<file path="src/rtl/vga_plot_arbiter_pkg.sv">
// rtl/vga_plot_arbiter_pkg.sv - shared widths, state codes and pixel type for the plot arbiter
package vga_plot_pkg;

    localparam int X_W      = 8;
    localparam int Y_W      = 7;
    localparam int COLOUR_W = 24;

    localparam logic [1:0] ST_IDLE  = 2'd0;
    localparam logic [1:0] ST_GRANT = 2'd1;
    localparam logic [1:0] ST_GAP   = 2'd2;

    typedef struct packed {
        logic [X_W-1:0]      x;
        logic [Y_W-1:0]      y;
        logic [COLOUR_W-1:0] colour;
    } pixel_t;

endpackage

</file>
<file path="src/rtl/vga_plot_arbiter_if.sv">
// rtl/vga_plot_arbiter_if.sv - requester bundle and adapter-side pixel port of the plot arbiter
interface vga_plot_arbiter_if #(
    parameter int N_REQ = 3
) ();

    logic [N_REQ-1:0]                        req;
    logic [N_REQ-1:0]                        valid;
    logic [N_REQ-1:0]                        last;
    logic [vga_plot_pkg::X_W*N_REQ-1:0]      px_x;
    logic [vga_plot_pkg::Y_W*N_REQ-1:0]      px_y;
    logic [vga_plot_pkg::COLOUR_W*N_REQ-1:0] px_colour;
    logic                                    freeze;

    logic [N_REQ-1:0]                        gnt;
    logic [vga_plot_pkg::X_W-1:0]            x;
    logic [vga_plot_pkg::Y_W-1:0]            y;
    logic [vga_plot_pkg::COLOUR_W-1:0]       colour;
    logic                                    plot;
    logic                                    busy;
    logic                                    timeout;

    modport master (
        output req, valid, last, px_x, px_y, px_colour, freeze,
        input  gnt, x, y, colour, plot, busy, timeout
    );

    modport slave (
        input  req, valid, last, px_x, px_y, px_colour, freeze,
        output gnt, x, y, colour, plot, busy, timeout
    );

endinterface

</file>
<file path="src/rtl/vga_plot_arbiter_rr_picker.sv">
// rtl/vga_plot_arbiter_rr_picker.sv - combinational round-robin winner search starting after the pointer
module rr_picker #(
    parameter int N_REQ = 3,
    parameter int IDX_W = 2
) (
    input  logic [N_REQ-1:0] req,
    input  logic [IDX_W-1:0] ptr,
    output logic [N_REQ-1:0] win_onehot,
    output logic [IDX_W-1:0] win_idx
);

    int   cand;
    logic found;

    // Walk ptr+1, ptr+2, ... wrapping at N_REQ; the first set request wins.
    always_comb begin
        win_onehot = '0;
        win_idx    = '0;
        found      = 1'b0;
        cand       = 0;
        for (int k = 1; k <= N_REQ; k++) begin
            cand = int'(ptr) + k;
            if (cand >= N_REQ) begin
                cand = cand - N_REQ;
            end
            if (!found && req[cand]) begin
                found            = 1'b1;
                win_idx          = IDX_W'(cand);
                win_onehot[cand] = 1'b1;
            end
        end
    end

endmodule

</file>
<file path="src/rtl/vga_plot_arbiter.sv">
// rtl/vga_plot_arbiter.sv - round-robin owner of the VGA adapter pixel-write port
module vga_plot_arbiter
    import vga_plot_pkg::*;
#(
    parameter int N_REQ      = 3,
    parameter int IDLE_LIMIT = 255
) (
    input logic               clk,
    input logic               resetn,
    vga_plot_arbiter_if.slave bus
);

    localparam int IDX_W = (N_REQ > 1) ? $clog2(N_REQ) : 1;
    localparam int CNT_W = $clog2(IDLE_LIMIT + 1);

    logic [1:0]       state_q;
    logic [IDX_W-1:0] ptr_q;
    logic [CNT_W-1:0] idle_cnt_q;
    logic [N_REQ-1:0] gnt_q;
    logic             timeout_q;
    logic             plot_q;
    pixel_t           pix_q;

    logic [N_REQ-1:0] win_onehot;
    logic [IDX_W-1:0] win_idx;
    logic             own_valid;
    logic             own_last;
    pixel_t           own_pix;
    logic             arb_go;
    logic             idle_hit;
    logic [CNT_W-1:0] idle_inc;

    rr_picker #(
        .N_REQ (N_REQ),
        .IDX_W (IDX_W)
    ) u_pick (
        .req        (bus.req),
        .ptr        (ptr_q),
        .win_onehot (win_onehot),
        .win_idx    (win_idx)
    );

    // The pointer doubles as the owner index while in GRANT; select the owner's lane.
    always_comb begin
        own_valid = 1'b0;
        own_last  = 1'b0;
        own_pix   = '0;
        for (int i = 0; i < N_REQ; i++) begin
            if (ptr_q == IDX_W'(i)) begin
                own_valid      = bus.valid[i];
                own_last       = bus.last[i];
                own_pix.x      = bus.px_x[i*X_W +: X_W];
                own_pix.y      = bus.px_y[i*Y_W +: Y_W];
                own_pix.colour = bus.px_colour[i*COLOUR_W +: COLOUR_W];
            end
        end
    end

    assign arb_go   = (state_q != ST_GRANT) && !bus.freeze && (|bus.req);
    assign idle_hit = (idle_cnt_q >= CNT_W'(IDLE_LIMIT - 1));
    assign idle_inc = (idle_cnt_q == {CNT_W{1'b1}}) ? idle_cnt_q : idle_cnt_q + 1'b1;

    // Burst FSM: arbitrate from IDLE/GAP, hold the owner until last pixel or stall timeout.
    always_ff @(posedge clk or negedge resetn) begin
        if (!resetn) begin
            state_q    <= ST_IDLE;
            gnt_q      <= '0;
            ptr_q      <= IDX_W'(N_REQ - 1);
            idle_cnt_q <= '0;
            timeout_q  <= 1'b0;
        end else begin
            timeout_q <= 1'b0;
            case (state_q)
                ST_GRANT: begin
                    if (own_valid) begin
                        idle_cnt_q <= '0;
                        if (own_last) begin
                            state_q <= ST_GAP;
                            gnt_q   <= '0;
                        end
                    end else if (idle_hit) begin
                        idle_cnt_q <= idle_inc;
                        state_q    <= ST_GAP;
                        gnt_q      <= '0;
                        timeout_q  <= 1'b1;
                    end else begin
                        idle_cnt_q <= idle_inc;
                    end
                end
                default: begin
                    if (arb_go) begin
                        state_q    <= ST_GRANT;
                        gnt_q      <= win_onehot;
                        ptr_q      <= win_idx;
                        idle_cnt_q <= '0;
                    end else begin
                        state_q <= ST_IDLE;
                    end
                end
            endcase
        end
    end

    // Registered pixel port: only the owner's valid pixels reach the adapter.
    always_ff @(posedge clk or negedge resetn) begin
        if (!resetn) begin
            plot_q <= 1'b0;
            pix_q  <= '0;
        end else begin
            plot_q <= (state_q == ST_GRANT) && own_valid;
            if ((state_q == ST_GRANT) && own_valid) begin
                pix_q <= own_pix;
            end
        end
    end

    assign bus.gnt     = gnt_q;
    assign bus.x       = pix_q.x;
    assign bus.y       = pix_q.y;
    assign bus.colour  = pix_q.colour;
    assign bus.plot    = plot_q;
    assign bus.busy    = (state_q == ST_GRANT);
    assign bus.timeout = timeout_q;

endmodule

</file>
<file path="src/flat_wrapper.sv">
// flat-port wrapper written by rule: the top's interface ports become plain ports
module vga_plot_arbiter_flat import vga_plot_pkg::*;
#(
    parameter int N_REQ      = 3,
    parameter int IDLE_LIMIT = 255
)
  (clk, resetn, bus_req, bus_valid, bus_last, bus_px_x, bus_px_y, bus_px_colour, bus_freeze, bus_gnt, bus_x, bus_y, bus_colour, bus_plot, bus_busy, bus_timeout);
  vga_plot_arbiter_if #(.N_REQ(N_REQ)) bus_i ();
  input logic clk;
  input logic resetn;
  input wire logic [$bits(bus_i.req)-1:0] bus_req;
  input wire logic [$bits(bus_i.valid)-1:0] bus_valid;
  input wire logic [$bits(bus_i.last)-1:0] bus_last;
  input wire logic [$bits(bus_i.px_x)-1:0] bus_px_x;
  input wire logic [$bits(bus_i.px_y)-1:0] bus_px_y;
  input wire logic [$bits(bus_i.px_colour)-1:0] bus_px_colour;
  input wire logic [$bits(bus_i.freeze)-1:0] bus_freeze;
  output wire logic [$bits(bus_i.gnt)-1:0] bus_gnt;
  output wire logic [$bits(bus_i.x)-1:0] bus_x;
  output wire logic [$bits(bus_i.y)-1:0] bus_y;
  output wire logic [$bits(bus_i.colour)-1:0] bus_colour;
  output wire logic [$bits(bus_i.plot)-1:0] bus_plot;
  output wire logic [$bits(bus_i.busy)-1:0] bus_busy;
  output wire logic [$bits(bus_i.timeout)-1:0] bus_timeout;
  assign bus_i.req = bus_req;
  assign bus_i.valid = bus_valid;
  assign bus_i.last = bus_last;
  assign bus_i.px_x = bus_px_x;
  assign bus_i.px_y = bus_px_y;
  assign bus_i.px_colour = bus_px_colour;
  assign bus_i.freeze = bus_freeze;
  assign bus_gnt = bus_i.gnt;
  assign bus_x = bus_i.x;
  assign bus_y = bus_i.y;
  assign bus_colour = bus_i.colour;
  assign bus_plot = bus_i.plot;
  assign bus_busy = bus_i.busy;
  assign bus_timeout = bus_i.timeout;
  vga_plot_arbiter #(.N_REQ(N_REQ), .IDLE_LIMIT(IDLE_LIMIT)) u_core (.clk(clk), .resetn(resetn), .bus(bus_i));
endmodule
</file>
<file path="config.mk">
export PLATFORM = sky130hd
export DESIGN_NAME = vga_plot_arbiter_flat
export DESIGN_NICKNAME = d
export VERILOG_FILES = /design/src/rtl/vga_plot_arbiter_pkg.sv /design/src/rtl/vga_plot_arbiter_if.sv /design/src/rtl/vga_plot_arbiter_rr_picker.sv /design/src/rtl/vga_plot_arbiter.sv /design/src/flat_wrapper.sv
export SDC_FILE = /design/constraint.sdc
export NUM_CORES = 1
export LEC_CHECK = 0
export CAP_MARGIN = 20
export CORE_ASPECT_RATIO = 0.9
export CORE_MARGIN = 4
export CORE_UTILIZATION = 43
export DETAILED_ROUTE_END_ITERATION = 7
export GPL_TIMING_DRIVEN = 0
export MAX_ROUTING_LAYER = met4
export PLACE_DENSITY = 0.87
export SLEW_MARGIN = 20
export SYNTH_ARGS = -nofsm -noshare
export SYNTH_HDL_FRONTEND = slang
export SYNTH_SLANG_ARGS = --single-unit
</file>
<file path="constraint.sdc">
create_clock -name clk -period 4.85 [get_ports clk]
set_input_delay 0.7275 -clock clk [delete_from_list [all_inputs] [get_ports clk]]
set_output_delay 0.7275 -clock clk [all_outputs]
set_load 0.01 [all_outputs]
</file>
# Word level (Yosys, flattened, before mapping)
# Cells that the tools add are included.
# Widths: inputs -> output; s select.
# classes
add_sub_neg	7
magnitude_cmp	10
n_eq_ne	8
muxes	52
bitwise_logic	3
n_reduce_logical	18
# ops
operator	count
$mux 39	3
$ge 32x1->1 const B	3
$lt 32x4->1 const B	3
$mux 32	3
$ge 32x3->1 const B	1
$mux 8	4
$sub 32x3->32 const B	1
$mux 3	8
$mux 1	21
$mux 2	7
$add 8x1->8 const B	1
$eq 8x8->1 const B	1
$ge 8x8->1 const B	1
$logic_and 1x1->1	8
$sub 3x2->4 const B	2
$add 2x2->3 const B	2
$bmux 1 s2	3
$demux 1 s2	3
$ge 3x2->1 const B	2
$or 3x3->3	2
$reduce_and 2->1	3
$eq 2x1->1 const B	2
$add 2x1->3 const B	1
$logic_not 1->1	3
other kinds (10)	10
# totals
regBits	56
in_bits	129
output_inout_bits	45
word_cells	107

# Depth between registers and ports, before layout
# Gate-level depths: netlist of run 1.
# logic_depth
ltp_word	15
mapped_depth	10
ltp_nobuf	7

# By module
# From an unflattened synthesis of run 1, not the netlist that was laid out.
# unflattened
hier_cells	350
hier_area_um2	3631.0
# by_module_without_submodules
mod	n_inst	cells_each	area_per_inst_um2	seq_area_each_um2
vga_plot_arbiter	1	307	3323.2	1402.6
rr_picker	1	43	307.8	0.0

# Worst setup path before layout of run 1
# Ideal clock, no wire load.
# synth_timing
kind	reg-to-reg
from	register u_core.ptr_q[1]
to	register u_core.gnt_q[1] (netlist: u_core.bus.gnt[1])
setup_time_ps	126
arrival_ps	2020
required_time_ps	4724
slack_ps	2704
path_stages_with_launch	9
path_buffers	1
period_less_slack_ps	2146
path_cell_list	dfstp_2 inv_1 ha_1 buf_2 nand3b_1 a2bb2oi_2 mux2i_2 o21ai_2 a221o_1
# synth_between
elab_chain_cells	15
elab_cells_between_ends	62
cone_classes	6 x add/sub; 9 x order compare; 4 x eq/ne; 32 x mux; 2 x bitwise; 9 x reduce/logical
# synth_rtl
item	line	rtl
start: declaration	vga_plot_arbiter.sv:17	logic [IDX_W-1:0] ptr_q;
start signal: assignment	vga_plot_arbiter.sv:68	ptr_q <= IDX_W'(N_REQ - 1);
start signal: assignment	vga_plot_arbiter.sv:94	ptr_q <= win_idx;
parallel branches: the longest is 15 deep, another holds $sub 32x3->32	n/a	
end signal: assignment	vga_plot_arbiter.sv:93	gnt_q <= win_onehot;
end: declaration	vga_plot_arbiter.sv:19	logic [N_REQ-1:0] gnt_q;
# Several ways; the timed one is not identified. The select of a mux whose other input is x is not followed.
# A chain may end at the register's enable or synchronous reset.

# Worst setup path in the final report of run 1
# layout_timing
from	register u_core.ptr_q[1]
to	register u_core.pix_q, in the netlist u_core.bus.x[5]
# layout_between
elab_chain_cells	5
elab_cells_between_ends	10
cone_classes	2 x eq/ne; 6 x mux; 2 x reduce/logical
# layout_rtl
item	line	rtl
$logic_not 2->1	vga_plot_arbiter.sv:49	if (ptr_q == IDX_W'(i)) begin
$mux 1 (3 in a row)	vga_plot_arbiter.sv:49	
$logic_and 1x1->1	vga_plot_arbiter.sv:111	if ((state_q == ST_GRANT) && own_valid) begin
end signal: assignment	vga_plot_arbiter.sv:112	pix_q <= own_pix;
end: declaration	vga_plot_arbiter.sv:22	pixel_t pix_q;
# Parallel ways exist; a longest one is shown, timed or not.

==> out/metrics.csv, run 1 <==
metric;value;unit
outcome;finished clean;
gr-total-overflow;0;
start_kind;flip-flop;
path_depth;10;
cts_max_level;2;
r2r-end;u_core.bus.x[5];
cp-endpoint;u_core.bus.x[5];
pwr-share-seq;26.3;%
grt_antenna_before_repair;0;
synth.most_common_cell;nand2_1;
slew_headroom;44.90;%
period_needed;2621;ps
wl_per_cell;17.84;um
final.setup.tns;0;ps
worstPathArrival;2810;ps
ys_warn_count;0;
synth_top_area_share;41.79;%
rsz0062_at_grt;false;
ys_async_sr_fraction;100.0;%
vdd_drop_max;0.2542;mV
port_buffers;172;
path_clk_slew;100;ps
die_h;91.02;um
insertion_delay;310;ps
yosysSeqAreaShare;42.59;%
reg2reg_from;u_core.ptr_q[1];
maxCapViolations;0;
cts_made_buffers;5;
cts_tree;built;
viasPerCell;5.581;
slew_viol_final;0;
wirelength;11880;um
cp_slowest_stage_delay;560;ps
fp.dieW;100.2;um
antenna_cells;0;
row_count;29;
first_pass_iters;7;
internal_power;1.558;mW
netlist_top_cells_area;dfrtp_1 (42%), o21ai_0 (10%), nand2_1 (7.9%);
required;5040;ps
p_per_area;538.8;mW/mm^2
gp_congestion;0.8844;
die-area;0.009124;mm^2
p_comb_share;64.2;%
grt_pass1_wl;18590;um
syn2layout_area_growth;58.59;%
cpLargestDelayFamily;buffers and inverters;
tightest_slew;820.2;ps
power.leakage;2.070;nW
power_frac_clock;9.6;%
synth_nets;530;
root_buffer;clkbuf_8;
fmax;381.6;MHz
cts_sinks;56;
grt_pass1_vias;3788;
synthCells;393;
fin_crit_sh;54.03;%
coreArea;0.007257;mm^2
pin_count;174;
syn_avg_cell_area;8.380;um^2
hold_path.class;in2async;
dp_hpwl;9223;um
switchingPower;1.256;mW
synth-seq-cells;56;
initial_core_util;45.38;%
r2r_slack;2230;ps
holdBufCountCts;0;
cts_buffer_depth;2;
cts.repair.resized;0;
vias;3717;
startpoint;u_core.ptr_q[1];
r2r_cells;10;
setup_violations;0;
post-cts-setup-buffer-count;0;
synth_area_leader_cell;dfrtp_1;
detail-route-antenna-nets;0;
critPathKind;reg2reg;
synthesis.area;0.003293;mm^2
crit_fanout;10;
drtIter0Drc;197;
final_layout_size_suffix_gt1_share;4.188;%
cp_cell_sequence;inv_1, ha_1, buf_2, nand3b_1, a2bb2oi_2, nand2_1, clkbuf_1, buf_2, nand2_1, o21ai_0;
fin_hold_ws;441.0;ps
drc_errors;0;
yosysUniqueCellTypes;42;
fin_skew;5.635;ps
synth_flop_cell;dfrtp_1;
critPathBufInv;4;
end_kind;flip-flop;
p_sw_share;44.64;%
grt_start_max_net_pins;57;
cp_slowest_cell;dfstp_2;
hold_viol;0;
synth_edf_count;0;
synth_top_cells_by_count;nand2_1 (69), o21ai_0 (68), dfrtp_1 (55);
grt.total_usage;26.08;%
nNetsFinal;709;
==> worst reg2reg max path: stages, from the launching register on <==
cell	delay, ps
dfstp_2	560
inv_1	100
ha_1	190
buf_2	190
nand3b_1	200
a2bb2oi_2	270
nand2_1	240
clkbuf_1	310
buf_2	260
nand2_1	80
o21ai_0	80
==> power groups by stage <==
stage / Clock (mW) / Combinational (mW) / Sequential (mW)
2_1_floorplan: 0 / 0.976 / 0.805
3_3_place_gp: 0 / 1.75 / 0.737
3_5_place_dp: 0 / 1.80 / 0.747
4_1_cts: 0.273 / 1.81 / 0.738
5_1_grt: 0.294 / 2.00 / 0.760
6_report: 0.270 / 1.81 / 0.739
==> final cells by class <==
class,count,area (um^2)
well taps,93,116.4
multi-input cells,297,1733
flip-flops and latches,56,1403
clock buffers,7,86.33
repair buffers,172,1719
fillers,572,2034
clock inverters,1,7.507
plain buffers,30,120.1
inverters,10,37.54
==> metrics by stage <==
stage	worst slack (ps)	cells	total power [mW]	area (um^2)	util [%]
5_1_grt	1993	666	3.057	5223	71.97
2_1_floorplan	2704	393	1.780	3293	-
3_3_place_gp	1365	658	2.490	5131	70.71
4_1_cts	2209	666	2.820	5223	71.97
6_report	2229	666	2.814	5223	71.97
3_5_place_dp	2159	658	2.548	5129	70.67
==> state kept, by name (all words and copies together), names as in the netlist <==
| register | count |
|---|---|
| u_core.state_q | 2 |
| u_core.bus.colour | 24 |
| u_core.bus.y | 7 |
| u_core.bus.x | 8 |
| u_core.bus.timeout | 1 |
| u_core.bus.plot | 1 |
| u_core.idle_cnt_q | 8 |
| u_core.bus.gnt | 3 |
| u_core.ptr_q | 2 |
==> cells by family (layout without fill, tap and decap cells) <==
family,after synthesis,in the layout,share of synthesized area [%]
AOI/OAI and AO/OA,159,159,29.75
xor gates and xnor gates,1,1,0.2660
adders and majority gates,8,8,3.040
buffers and inverters,40,220,4.787
DFF,56,56,42.59
muxes,3,3,1.026
and+or+nand+nor,126,126,18.54
==> routing by layer <==
metal  up-vias  GRT usage [%]  share of wire (%)
met1      1749          31.67                 42
li1       1780              -                  -
met3        15          4.674                7.9
met2       173          44.81                 48
met4         0          6.397                1.5
met5         -              -                  0
==> cells in the final DEF, fill, tap and decap left out, types with 2 or more instances in the layout <==
cell,netlist,final
clkdlybuf4s50_1,0,171
nor3_1,2,2
a31oi_1,2,2
nor2_1,11,11
o31ai_1,2,2
o2bb2ai_1,4,4
dfrtp_1,55,55
nand2b_1,2,2
clkbuf_8,0,6
nand4_1,4,4
a221o_1,22,22
clkbuf_1,20,21
nand2_1,69,69
mux2i_1,2,2
buf_2,6,6
o21ai_0,68,68
buf_1,4,4
ha_1,8,8
a21boi_0,2,2
nand3b_1,21,21
nand3_1,7,7
o221ai_1,2,2
o21ai_2,2,2
a21oi_1,47,47
inv_1,10,10
nor2b_1,3,3
==> worst min path at each step <==
stage | start | to | slack (ps) | cells past startpoint
6_report | resetn | u_core.bus.colour[8] | 440 | 1
5_1_grt | resetn | u_core.bus.colour[8] | 500 | 1
4_1_cts | resetn | u_core.bus.gnt[2] | 480 | 1
3_5_place_dp | u_core.bus.colour[16] | u_core.bus.colour[16] | 470 | 2
3_3_place_gp | u_core.bus.colour[15] | u_core.bus.colour[15] | 460 | 2
2_1_floorplan | resetn | u_core.bus.colour[0] | 430 | 0
No activity file was read; power rests on OpenSTA's default activity.
==> run 2, diff against run 1 <==
Settings changed: CORE_UTILIZATION 43 to 36, PLACE_DENSITY 0.87 to 0.77.
Clock period 4.85 ns to 2.29 ns, I/O delays scaled along.
==> out/metrics.csv, run 2 (synthesis gave the netlist of run 1 again) <==
metric;value;unit;change
power_frac_clock;9.3;%;was 9.6%
detail-route-antenna-nets;0;;unchanged
port_buffers;172;;unchanged
die_h;98.74;um;was 91.02 um
die-area;0.01074;mm^2;was 0.009124 mm^2
grt_start_max_net_pins;57;;unchanged
final_layout_size_suffix_gt1_share;6.993;%;was 4.188%
cts_buffer_depth;2;;unchanged
pin_count;174;;unchanged
p_comb_share;65.0;%;was 64.2%
wl_per_cell;17.98;um;was 17.84 um
hold_viol;0;;unchanged
cts_made_buffers;5;;unchanged
end_kind;flip-flop;;unchanged
cts_tree;built;;unchanged
row_count;32;;was 29
hold_path.class;in2async;;unchanged
setup_violations;0;;unchanged
fin_ws;81.67;ps;was 2229 ps
pwr-share-seq;25.7;%;was 26.3%
first_pass_iters;5;;was 7
internal_power;3.353;mW;was 1.558 mW
worstPathArrival;2400;ps;was 2810 ps
drtIter0Drc;229;;was 197
dp_hpwl;9443;um;was 9223 um
fp.dieW;108.8;um;was 100.2 um
cts_max_level;2;;unchanged
final_cells;691;;was 666
root_buffer;clkbuf_8;;unchanged
nNetsFinal;708;;was 709
outcome;finished clean;;unchanged
cts_sinks;56;;unchanged
insertion_delay;320;ps;was 310 ps
place_worst_setup_slack;-370.4;ps;was 2159 ps
grt_pass1_vias;3721;;was 3788
final_cell_mix;clkdlybuf4s50_1 (171), nand2_1 (68), o21ai_0 (68);;was clkdlybuf4s50_1 (171), nand2_1 (69), o21ai_0 (68)
wirelength;12420;um;was 11880 um
critPathKind;reg2reg;;unchanged
power.leakage;2.098;nW;was 2.070 nW
vias;3706;;was 3717
antenna_cells;0;;unchanged
initial_core_util;37.73;%;was 45.38%
p_sw_share;45.08;%;was 44.64%
slew_headroom;50.66;%;was 44.90%
switchingPower;2.752;mW;was 1.256 mW
start_kind;flip-flop;;unchanged
gr-total-overflow;0;;unchanged
gp_congestion;0.8677;;was 0.8844
viasPerCell;5.363;;was 5.581
slew_viol_final;0;;unchanged
grt_antenna_before_repair;0;;unchanged
required;2480;ps;was 5040 ps
period_needed;2208;ps;was 2621 ps
grt.total_usage;23.06;%;was 26.08%
fmax;452.8;MHz;was 381.6 MHz
coreArea;0.008728;mm^2;was 0.007257 mm^2
dp_cells;684;;was 658
path_clk_slew;110;ps;was 100 ps
drc_errors;0;;unchanged
fin_skew;7.522;ps;was 5.635 ps
fin_crit_sh;96.43;%;was 54.03%
final.setup.tns;0;ps;unchanged
crit_fanout;10;;unchanged
fin_hold_ws;78.99;ps;was 441.0 ps
maxCapViolations;0;;unchanged
tightest_slew;734.5;ps;was 820.2 ps
largest_register_ffs;24;;unchanged
layout_commonest_cell;clkdlybuf4s50_1;;unchanged
p_per_area;1149;mW/mm^2;was 538.8 mW/mm^2
grt_pass1_wl;19060;um;was 18590 um
vdd_drop_max;0.5865;mV;was 0.2542 mV
syn2layout_area_growth;61.36;%;was 58.59%
rsz0062_at_grt;false;;unchanged
holdBufCountCts;0;;unchanged
==> run 2: changes by cell type in the layout (fill, tap and decap cells not counted), sizes merged <==
cell,change
clkinv,+1
buf,-3
clkinvlp,+1
==> run 2: area by class of cell <==
class | count | area, um^2
repair buffers | 173 | 1727
plain buffers | 28 | 132.6
clock inverters | 3 | 23.77
well taps | 119 | 148.9
multi-input cells | 297 | 1772
clock buffers | 5 | 68.82
fillers | 830 | 3415
inverters | 10 | 37.54
flip-flops and latches | 56 | 1404
==> run 2: metal layers <==
metal	vias to the layer above	global-route usage, %	wire length [um]
met2	188	37.62	5717
li1	1779	-	-
met4	0	7.282	357
met1	1714	28.61	5253
met3	25	4.846	1094
met5	-	-	0
==> run 2: final timing paths <==
path                                               to  slack, ps  cells past startpoint            start
worst max-delay path                u_core.bus.gnt[0]         80                      7  u_core.ptr_q[0]
worst min-delay path            u_core.bus.colour[21]         80                      1           resetn
worst max register to register      u_core.bus.gnt[0]         80                      7  u_core.ptr_q[0]
worst min register to register        u_core.bus.y[6]        490                      2  u_core.bus.y[6]
max in group asynchronous             u_core.ptr_q[0]       1710                      1           resetn
min in group clk                      u_core.ptr_q[0]        460                      3       bus_req[1]
==> run 2: stage by stage <==
stage	util, %	power, mW	area (um^2)
after floorplan	-	3.771	3293
after global placement	59.16	5.312	5164
after detailed placement	59.13	5.412	5161
after CTS	60.51	6.064	5281
after global routing	60.88	6.605	5314
final	60.88	6.106	5314
==> run 2: repair_timing <==
item,4_1_cts,5_1_grt
buffers inserted,1,0
gates cloned,0,0
pin swaps,1,2
gates resized for setup,13,16
setup endpoints to repair,43,36
==> run 2: critical path: stages (launching register included) <==
cell,delay (ps)
dfrtp_2,470
inv_2,110
ha_1,270
clkbuf_4,220
o221ai_1,300
o21ai_0,130
a221oi_1,430
o2bb2ai_1,140
==> run 2: power by group through the flow <==
stage / sequential [mW] / combinational, mW / clock [mW]
3_5_place_dp: 1.58 / 3.83 / 0
2_1_floorplan: 1.70 / 2.07 / 0
4_1_cts: 1.56 / 3.91 / 0.588
5_1_grt: 1.61 / 4.37 / 0.628
6_report: 1.57 / 3.97 / 0.569
3_3_place_gp: 1.57 / 3.75 / 0
==> run 3, diff against run 2 <==
==> constraint.sdc (replaced) <==
create_clock -name clk -period 2.29 [get_ports clk]
set_input_delay 0.229 -clock clk [delete_from_list [all_inputs] [get_ports clk]]
set_output_delay 0.229 -clock clk [all_outputs]
set_load 0.01 [all_outputs]
==> out/metrics.csv, run 3 (synthesis gave the netlist of run 1 again) <==
metric;value;unit;change
cts_tree;built;;unchanged
cts_sinks;56;;unchanged
critPathKind;reg2reg;;unchanged
final_layout_size_suffix_gt1_share;6.981;%;was 6.993%
dp_hpwl;9443;um;unchanged
fin_crit_sh;95.59;%;was 96.43%
grt.total_usage;23.09;%;was 23.06%
setup_violations;0;;unchanged
die_h;98.74;um;unchanged
die-area;0.01074;mm^2;unchanged
gp_congestion;0.8677;;unchanged
wirelength;12410;um;was 12420 um
dp_cells;684;;unchanged
tightest_slew;746.2;ps;was 734.5 ps
n_fill_cell;827;;was 830
period_needed;2189;ps;was 2208 ps
syn2layout_area_growth;61.66;%;was 61.36%
cts_buffer_depth;2;;unchanged
end_kind;flip-flop;;unchanged
p_per_area;1145;mW/mm^2;was 1149 mW/mm^2
cts_made_buffers;5;;unchanged
crit_fanout;10;;unchanged
pin_count;174;;unchanged
final_cell_mix;clkdlybuf4s50_1 (171), nand2_1 (68), o21ai_0 (68);;unchanged
row_count;32;;unchanged
power.leakage;2.102;nW;was 2.098 nW
vias;3694;;was 3706
fmax;456.8;MHz;was 452.8 MHz
grt_antenna_before_repair;0;;unchanged
drtIter0Drc;212;;was 229
rsz0062_at_grt;false;;unchanged
antenna_cells;0;;unchanged
outcome;finished clean;;unchanged
multi_input_area;0.001772;mm^2;unchanged
final.setup.tns;0;ps;unchanged
viasPerCell;5.338;;was 5.363
hold_path.class;in2reg;;was in2async
coreArea;0.008728;mm^2;unchanged
slew_viol_final;0;;unchanged
fin_skew;7.565;ps;was 7.522 ps
detail-route-antenna-nets;0;;unchanged
slew_headroom;49.87;%;was 50.66%
root_buffer;clkbuf_8;;unchanged
fin_hold_ws;358.7;ps;was 78.99 ps
fp.dieW;108.8;um;unchanged
regArea;0.001404;mm^2;unchanged
hold_viol;0;;unchanged
wl_per_cell;17.94;um;was 17.98 um
grt_pass1_wl;19090;um;was 19060 um
start_kind;flip-flop;;unchanged
maxCapViolations;0;;unchanged
nNetsFinal;709;;was 708
path_clk_slew;100;ps;was 110 ps
cts_max_level;2;;unchanged
worstPathArrival;2380;ps;was 2400 ps
port_buffers;172;;unchanged
first_pass_iters;4;;was 5
final_core_util;60.99;%;was 60.88%
final_cells;692;;was 691
largest_register_ffs;24;;unchanged
gr-total-overflow;0;;unchanged
vdd_drop_max;0.5897;mV;was 0.5865 mV
grt_start_max_net_pins;57;;unchanged
drc_errors;0;;unchanged
initial_core_util;37.73;%;unchanged
required;2480;ps;about the same
power;6.096;mW;was 6.106 mW
insertion_delay;310;ps;was 320 ps
grt_pass1_vias;3730;;was 3721
layout_commonest_cell;clkdlybuf4s50_1;;unchanged
run 3: layout make-up:
| type | instances | area share (%) |
|---|---|---|
| Clock inverter | 3 | 0.4465 |
| Timing Repair Buffer | 174 | 32.62 |
| Clock buffer | 5 | 1.293 |
| Buffer | 28 | 2.491 |
| Tap cell | 119 | 2.797 |
| Multi-Input combinational cell | 297 | 33.28 |
| Inverter | 10 | 0.7051 |
| Sequential cell | 56 | 26.37 |
run 3: final timing paths:
check                                 from                    end  slack, ps  cells after the start
min                             bus_req[1]        u_core.ptr_q[0]        360                      3
max                        u_core.ptr_q[0]      u_core.bus.gnt[0]        100                      7
max in group asynchronous           resetn        u_core.ptr_q[0]       1260                      2
max reg2reg                u_core.ptr_q[0]      u_core.bus.gnt[0]        100                      7
min in group asynchronous           resetn  u_core.bus.colour[21]        530                      2
min reg2reg                u_core.bus.y[6]        u_core.bus.y[6]        490                      2
run 3: repair_timing:
action,4_1_cts,5_1_grt
resized for setup,13,16
hold buffers,1,0
hold endpoints to repair,55,0
pin swaps,1,2
buffers inserted,1,0
endpoints found under the setup margin,43,36
run 3: report_power, final:
part           leakage [nW]  switching (mW)  internal, mW
clock                0.0404           0.350         0.218
combinational          1.34            2.19          1.77
sequential            0.725           0.205          1.36
total                  2.10            2.74          3.35
run 3: per-layer routing:
metal / vias up / routed length [um] / GRT usage (%)
li1: 1780 / - / -
met1: 1719 / 5268 / 28.65
met2: 173 / 5766 / 37.72
met3: 22 / 1061 / 4.781
met4: 0 / 317 / 7.282
met5: - / 0 / -
run 3: per-stage QoR:
stage          instance area, um^2  setup slack [ps]
5_1_grt                       5324            0.2878
6_report                      5324             100.9
2_1_floorplan                 3293             143.9
4_1_cts                       5291             26.18
3_3_place_gp                  5164            -773.3
3_5_place_dp                  5161            -370.4
run 3: worst max-delay path, cell delays in order (launching register included):
cell and delay, ps:
dfrtp_2 470, inv_2 110, ha_1 270, clkbuf_4 220, o221ai_1 300, o21ai_0 130
a221oi_1 420, o2bb2ai_1 140
==> edit 1: new RTL, settings of run 3 <==
Make the reset (`resetn`) synchronous in 2 clocked blocks.
--- a/src/rtl/vga_plot_arbiter.sv
+++ b/src/rtl/vga_plot_arbiter.sv
@@ -61,7 +61,7 @@
     assign idle_inc = (idle_cnt_q == {CNT_W{1'b1}}) ? idle_cnt_q : idle_cnt_q + 1'b1;
 
     // Burst FSM: arbitrate from IDLE/GAP, hold the owner until last pixel or stall timeout.
-    always_ff @(posedge clk or negedge resetn) begin
+    always_ff @(posedge clk) begin
         if (!resetn) begin
             state_q    <= ST_IDLE;
             gnt_q      <= '0;
@@ -102,7 +102,7 @@
     end
 
     // Registered pixel port: only the owner's valid pixels reach the adapter.
-    always_ff @(posedge clk or negedge resetn) begin
+    always_ff @(posedge clk) begin
         if (!resetn) begin
             plot_q <= 1'b0;
             pix_q  <= '0;
Function: differs if resetn is asserted again (counterexample within 4 cycles, from zero or initial values and one cycle with resetn low); with resetn held inactive, the same outputs for 4 cycles.
==> edit 1 against run 3 <==
  * Area after synthesis down 5.3%
  * Die area down 4.9%
  * Cell count down 4.2%
  * Final area down 3.2%
  * Sequential cell count unchanged
  * Worst setup slack worse by 0.040 ns
  * Wire length down 7.7%
Power is not compared: it rests on default switching activity, and its combinational part moved more than twofold at a synthesized area within 25%.
==> edit 1: results (changes against run 3) <==
[synth]
yosys_most_used_dff=dfxtp_1
syn_nets=504  ; -4.9%
synth_cell_type_count=56  ; +33%
yosysWarnings=0  ; unchanged
ys_top_cells_by_area=dfxtp_1 (36%), a221o_1 (6.4%), nand2_1 (6.3%)
synthTopCellsByCount=dfxtp_1 (56), nand2_1 (52), a21oi_1 (25), o211ai_1 (25), o21ai_0 (23)
ys_seq_area_share_pct=36.0  ; -6.6 points
synthArstFlopShare_pct=0  ; -100 points

[placement]
gp_congestion=0.907  ; +4.5%
dp_slack_ns=-0.190  ; +0.181 ns
dp_hpwl_um=8970  ; -5.1%
portBuffers=173  ; +0.58%

[cts]
cts_made_buffers=5  ; unchanged
path_clk_slew_ns=0.10  ; about the same
post_cts_buffers=0  ; -1
clkLatencyLatePin_ns=0.31  ; about the same
cts_buffer_depth=2  ; unchanged
cts_root_buffer=clkbuf_8
htreeDepth=2  ; unchanged

[layout]
register_area_mm2=0.00112  ; -20%
antenna_cells=0  ; unchanged
fin_nets=684  ; -3.5%
largest_reg_flops=24  ; unchanged
drive_gt1_share_pct=7.85  ; +0.87 points
fillers=739  ; -11%

[sta]
finalSetupTns_ns=0  ; unchanged
finalHoldViolations=0  ; unchanged
fin_skew_ns=0.00859  ; +0.00102 ns
worst_pin_slew_ns=0.598  ; -0.148 ns

[global_routing]
grt_pass1_vias=3557  ; -4.6%
grt_use_total_pct=22.0  ; -1.1 points
grt_max_degree=17  ; -70%
grt_pass1_wl_um=17600  ; -7.8%
antenna_found_initial=0  ; unchanged

[routing]
avgRoutedWirePerCell_um=17.3  ; -3.7%
drt-initial-drc-count=148  ; -30%
dr.pass1.iters=5  ; +1
viasPerCell=5.39  ; +0.93%

[critical_path]
crit_fanout=10  ; unchanged
worstPathArrival_ns=2.43  ; +0.05 ns
crit_path_max_incr_delay_ns=0.40  ; -0.07 ns
cp_slowest_cell=dfxtp_4

[power]
p_leak_nw=1.87
vdd_drop_max_mv=0.280

[outcome]
outcome=finished, final reports clean

[hold_path]
hold_class=reg2reg

## edit 1: cell families (layout without fill, tap and decap cells)
group	after synthesis	count (layout)	synth area share, %
XOR/XNOR	5	5	1.40
adder cells (fa/ha/maj)	8	8	3.21
buffers and inverters	40	221	5.66
AND/OR/NAND/NOR	96	96	14.6
multiplexers	6	6	1.97
flip-flops	56	56	36.0
AO/OA/AOI/OAI	156	156	37.2
## edit 1: path summary, 6_finish.rpt
check	start	end	slack [ns]	cells after the start
worst max-delay path	u_core.ptr_q[0]$_SDFFE_PN0P_	u_core.bus.gnt[0]$_SDFFE_PN0P_	0.06	8
worst min-delay path	u_core.bus.y[1]$_SDFFE_PN0P_	u_core.bus.y[1]$_SDFFE_PN0P_	0.46	2
worst max register to register	u_core.ptr_q[0]$_SDFFE_PN0P_	u_core.bus.gnt[0]$_SDFFE_PN0P_	0.06	8
worst min register to register	u_core.bus.y[1]$_SDFFE_PN0P_	u_core.bus.y[1]$_SDFFE_PN0P_	0.46	2
## edit 1: per-stage QoR
stage	instance area (um2)	total power, mW	utilization [%]	instances
after floorplan	3120	1.55	-	367
after global placement	4990	2.01	60.7	655
after detailed placement	4990	2.02	60.7	655
after CTS	5110	2.68	62.2	663
after global routing	5150	2.83	62.7	663
final	5150	2.69	62.7	663
## edit 1: per-layer routing
metal / vias up / track usage (%) / routed length (um)
li1: 1746 / - / -
met5: - / - / 0
met4: 0 / 6.26 / 176
met1: 1643 / 25.8 / 4800
met2: 170 / 37.6 / 5500
met3: 13 / 5.90 / 978
## edit 1: final cells by class
cell class	count	area share [%]
Clock buffer	6	1.41
Clock inverter	2	0.680
Buffer	31	2.77
Sequential cell	56	21.8
Multi-Input combinational cell	271	36.2
Timing Repair Buffer	173	33.6
Inverter	9	0.704
Tap cell	115	2.79
## edit 1: what timing repair did
item,4_1_cts,5_1_grt
resized for setup,3,9
pin swaps,0,0
endpoints found under the setup margin,46,21
## edit 1: power by group
group	leakage [nW]	internal, mW	switching (mW)
Sequential	0.455	1.03	0.0353
Combinational	1.36	0.498	0.468
Clock	0.0552	0.325	0.329
## edit 1: critical path: cells and delay by family, from the launching register on
family,cells,cell delay (ns)
DFF,1,0.40
AOI/OAI and AO/OA,3,0.75
and+or+nand+nor,1,0.21
adders and majority gates,1,0.30
buffers and inverters,3,0.45
==> edit 2: new RTL, config.mk and constraints of run 3 <==
Without the edit above. `IDLE_LIMIT` is set to 255 in 2 places; all go to 510.
--- a/src/rtl/vga_plot_arbiter.sv
+++ b/src/rtl/vga_plot_arbiter.sv
@@ -3,7 +3,7 @@
     import vga_plot_pkg::*;
 #(
     parameter int N_REQ      = 3,
-    parameter int IDLE_LIMIT = 255
+    parameter int IDLE_LIMIT = 510
 ) (
     input logic               clk,
     input logic               resetn,
--- a/src/flat_wrapper.sv
+++ b/src/flat_wrapper.sv
@@ -2,7 +2,7 @@
 module vga_plot_arbiter_flat import vga_plot_pkg::*;
 #(
     parameter int N_REQ      = 3,
-    parameter int IDLE_LIMIT = 255
+    parameter int IDLE_LIMIT = 510
 )
   (clk, resetn, bus_req, bus_valid, bus_last, bus_px_x, bus_px_y, bus_px_colour, bus_freeze, bus_gnt, bus_x, bus_y, bus_colour, bus_plot, bus_busy, bus_timeout);
   vga_plot_arbiter_if #(.N_REQ(N_REQ)) bus_i ();
Function: no difference found for any inputs over 4 cycles, from zero or initial values and one cycle with resetn low; that may be too few to reach the edited logic, so the function may still have changed.
==> edit 2 against run 3 <==
  * Worst setup slack better by 0.014 ns
  * Combinational power grew 2%
  * Die area increased by 3.6%
  * Largest power group unchanged
  * Largest cell class unchanged
  * Sequential cell count increased by 1
  * Area after synthesis is 3.9% higher
  * Total power up 6.3%
  * Wire length decreased by 2.1%
  * Cell count is 5.1% higher
  * Highest routed layer unchanged
  * Critical endpoint is now u_core.idle_cnt_q[5]$_DFFE_PN0P_
  * Final area up 4.9%
  * Worst hold slack better by 0.0084 ns
==> edit 2: results (changes against run 3) <==
[outcome]
outcome=finished, final reports clean

[power]
vdd_drop_max_mv=0.431  ; -27%
switching_power_mw=2.84  ; +3.5%
clockPowerShare_pct=12.9  ; +3.6 points
p_leak_nw=2.25  ; +6.9%
pwr-share-comb_pct=62.5  ; -2.5 points
p_sw_share_pct=43.8  ; -1.2 points

[placement]
placed_area_mm2=0.00532  ; +3.2%
dp_hpwl_um=9480  ; +0.37%
portBuffers=173  ; +0.58%
placed_cells=710  ; +3.8%

[global_routing]
grt_pass1_vias=4008  ; +7.5%
grt_max_degree=31  ; -46%
grt_pass1_wl_um=19400  ; +1.8%
grt_use_total_pct=22.1  ; -0.97 points

[routing]
viasPerCell=5.28  ; -1.2%
avgRoutedWirePerCell_um=16.7  ; -6.8%
drt-total-wl_um=12100  ; -2.1%
drt-initial-drc-count=198  ; -6.6%

[critical_path]
crit_path_max_incr_delay_ns=0.55  ; +0.08 ns
crit_family=simple AND/OR/NAND/NOR gates
reg2reg_to=u_core.idle_cnt_q[5]$_DFFE_PN0P_
cp_slowest_cell=dfstp_2

[sta]
fin_skew_ns=0.00927  ; +0.00171 ns
hold_ws_ns=0.367  ; +0.00843 ns
maxSlewHeadroom_pct=65.9  ; +16 points

[layout]
fillers=845  ; +2.2%
drive_gt1_share_pct=8.26  ; +1.3 points

[synth]
syn_nets=552  ; +4.2%
synthTopCellsByCount=nand2_1 (82), a21oi_1 (62), o21ai_0 (61)
ys_seq_area_share_pct=41.7  ; -0.87 points
syn_inst=414  ; +5.3%
synth_cell_type_count=48  ; +14%
yosys_most_used_dff=dfrtp_1
ys_top_cells_by_area=dfrtp_1 (41%), a21oi_1 (9.1%), nand2_1 (9.0%)

[floorplanning]
die-area_mm2=0.0111  ; +3.6%

[cts]
cts_root_buffer=clkbuf_8
cts_made_buffers=9  ; +4
path_clk_slew_ns=0.07  ; -0.03 ns

-- edit 2: cell type report --
type / instances / area [um2] / area share (%)
multi-input cells: 318 / 1880 / 33.7
well taps: 122 / 153 / 2.73
flip-flops and latches: 57 / 1430 / 25.6
clock buffers: 13 / 159 / 2.84
repair buffers: 176 / 1770 / 31.6
plain buffers: 30 / 151 / 2.71
inverters: 8 / 32.5 / 0.582
clock inverters: 3 / 15.0 / 0.269
-- edit 2: worst reg2reg max path: stages, from the launching register on --
cell and delay, ns:
dfstp_2 0.55, inv_1 0.11, ha_1 0.23, nand3b_1 0.20, a2bb2oi_4 0.26, o22ai_2 0.12, or4_1 0.49, a21boi_1 0.15
-- edit 2: worst max path at each step --
stage / start / to / slack (ns) / cells after the start
after detailed placement: u_core.ptr_q[0]$_DFFE_PN0P_ / u_core.bus.x[5]$_DFFE_PN0P_ / -0.26 / 9
after floorplan: u_core.ptr_q[1]$_DFFE_PN1P_ / u_core.bus.gnt[1]$_DFFE_PN0P_ / 0.23 / 8
after CTS: u_core.ptr_q[0]$_DFFE_PN0P_ / u_core.bus.x[5]$_DFFE_PN0P_ / 0.04 / 9
final: u_core.ptr_q[1]$_DFFE_PN1P_ / u_core.idle_cnt_q[5]$_DFFE_PN0P_ / 0.11 / 7
after global placement: resetn / u_core.bus.y[2]$_DFFE_PN0P_ / -0.86 / 1
after global routing: u_core.ptr_q[1]$_DFFE_PN1P_ / u_core.bus.colour[5]$_DFFE_PN0P_ / -0.01 / 9
-- edit 2: metal layers --
| layer | GRT usage, % | vias up | routed length, um |
|---|---|---|---|
| met2 | 37.5 | 139 | 6040 |
| met1 | 26.6 | 1827 | 5090 |
| li1 | - | 1854 | - |
| met4 | 7.01 | 0 | 226 |
| met5 | - | - | 0 |
| met3 | 4.80 | 15 | 790 |
-- edit 2: kinds of logic (layout without fill, tap and decap cells) --
| kind of cell | Yosys count | count (layout) | synth area share, % |
|---|---|---|---|
| xor gates and xnor gates | 2 | 2 | 0.512 |
| adders and majority gates | 9 | 9 | 3.29 |
| and+or+nand+nor | 147 | 147 | 22.0 |
| AOI/OAI and AO/OA | 156 | 156 | 26.7 |
| muxes | 4 | 4 | 1.24 |
| buffers and inverters | 39 | 230 | 4.61 |
| DFF | 57 | 57 | 41.7 |
-- edit 2: repair_timing --
item                                    CTS  global route
endpoints found under the setup margin   43            50
endpoints found under the hold margin    27             0
hold buffers                              1             0
buffers inserted                          1             0
gates resized for setup                   7            28
pin swaps                                 1             1
-- edit 2: per-stage QoR --
stage	setup WS [ns]	util, %
floorplan	0.227	-
global placement	-0.859	57.6
detailed placement	-0.260	57.8
CTS	0.0413	60.1
global route	-0.0142	60.7
finish	0.115	60.7
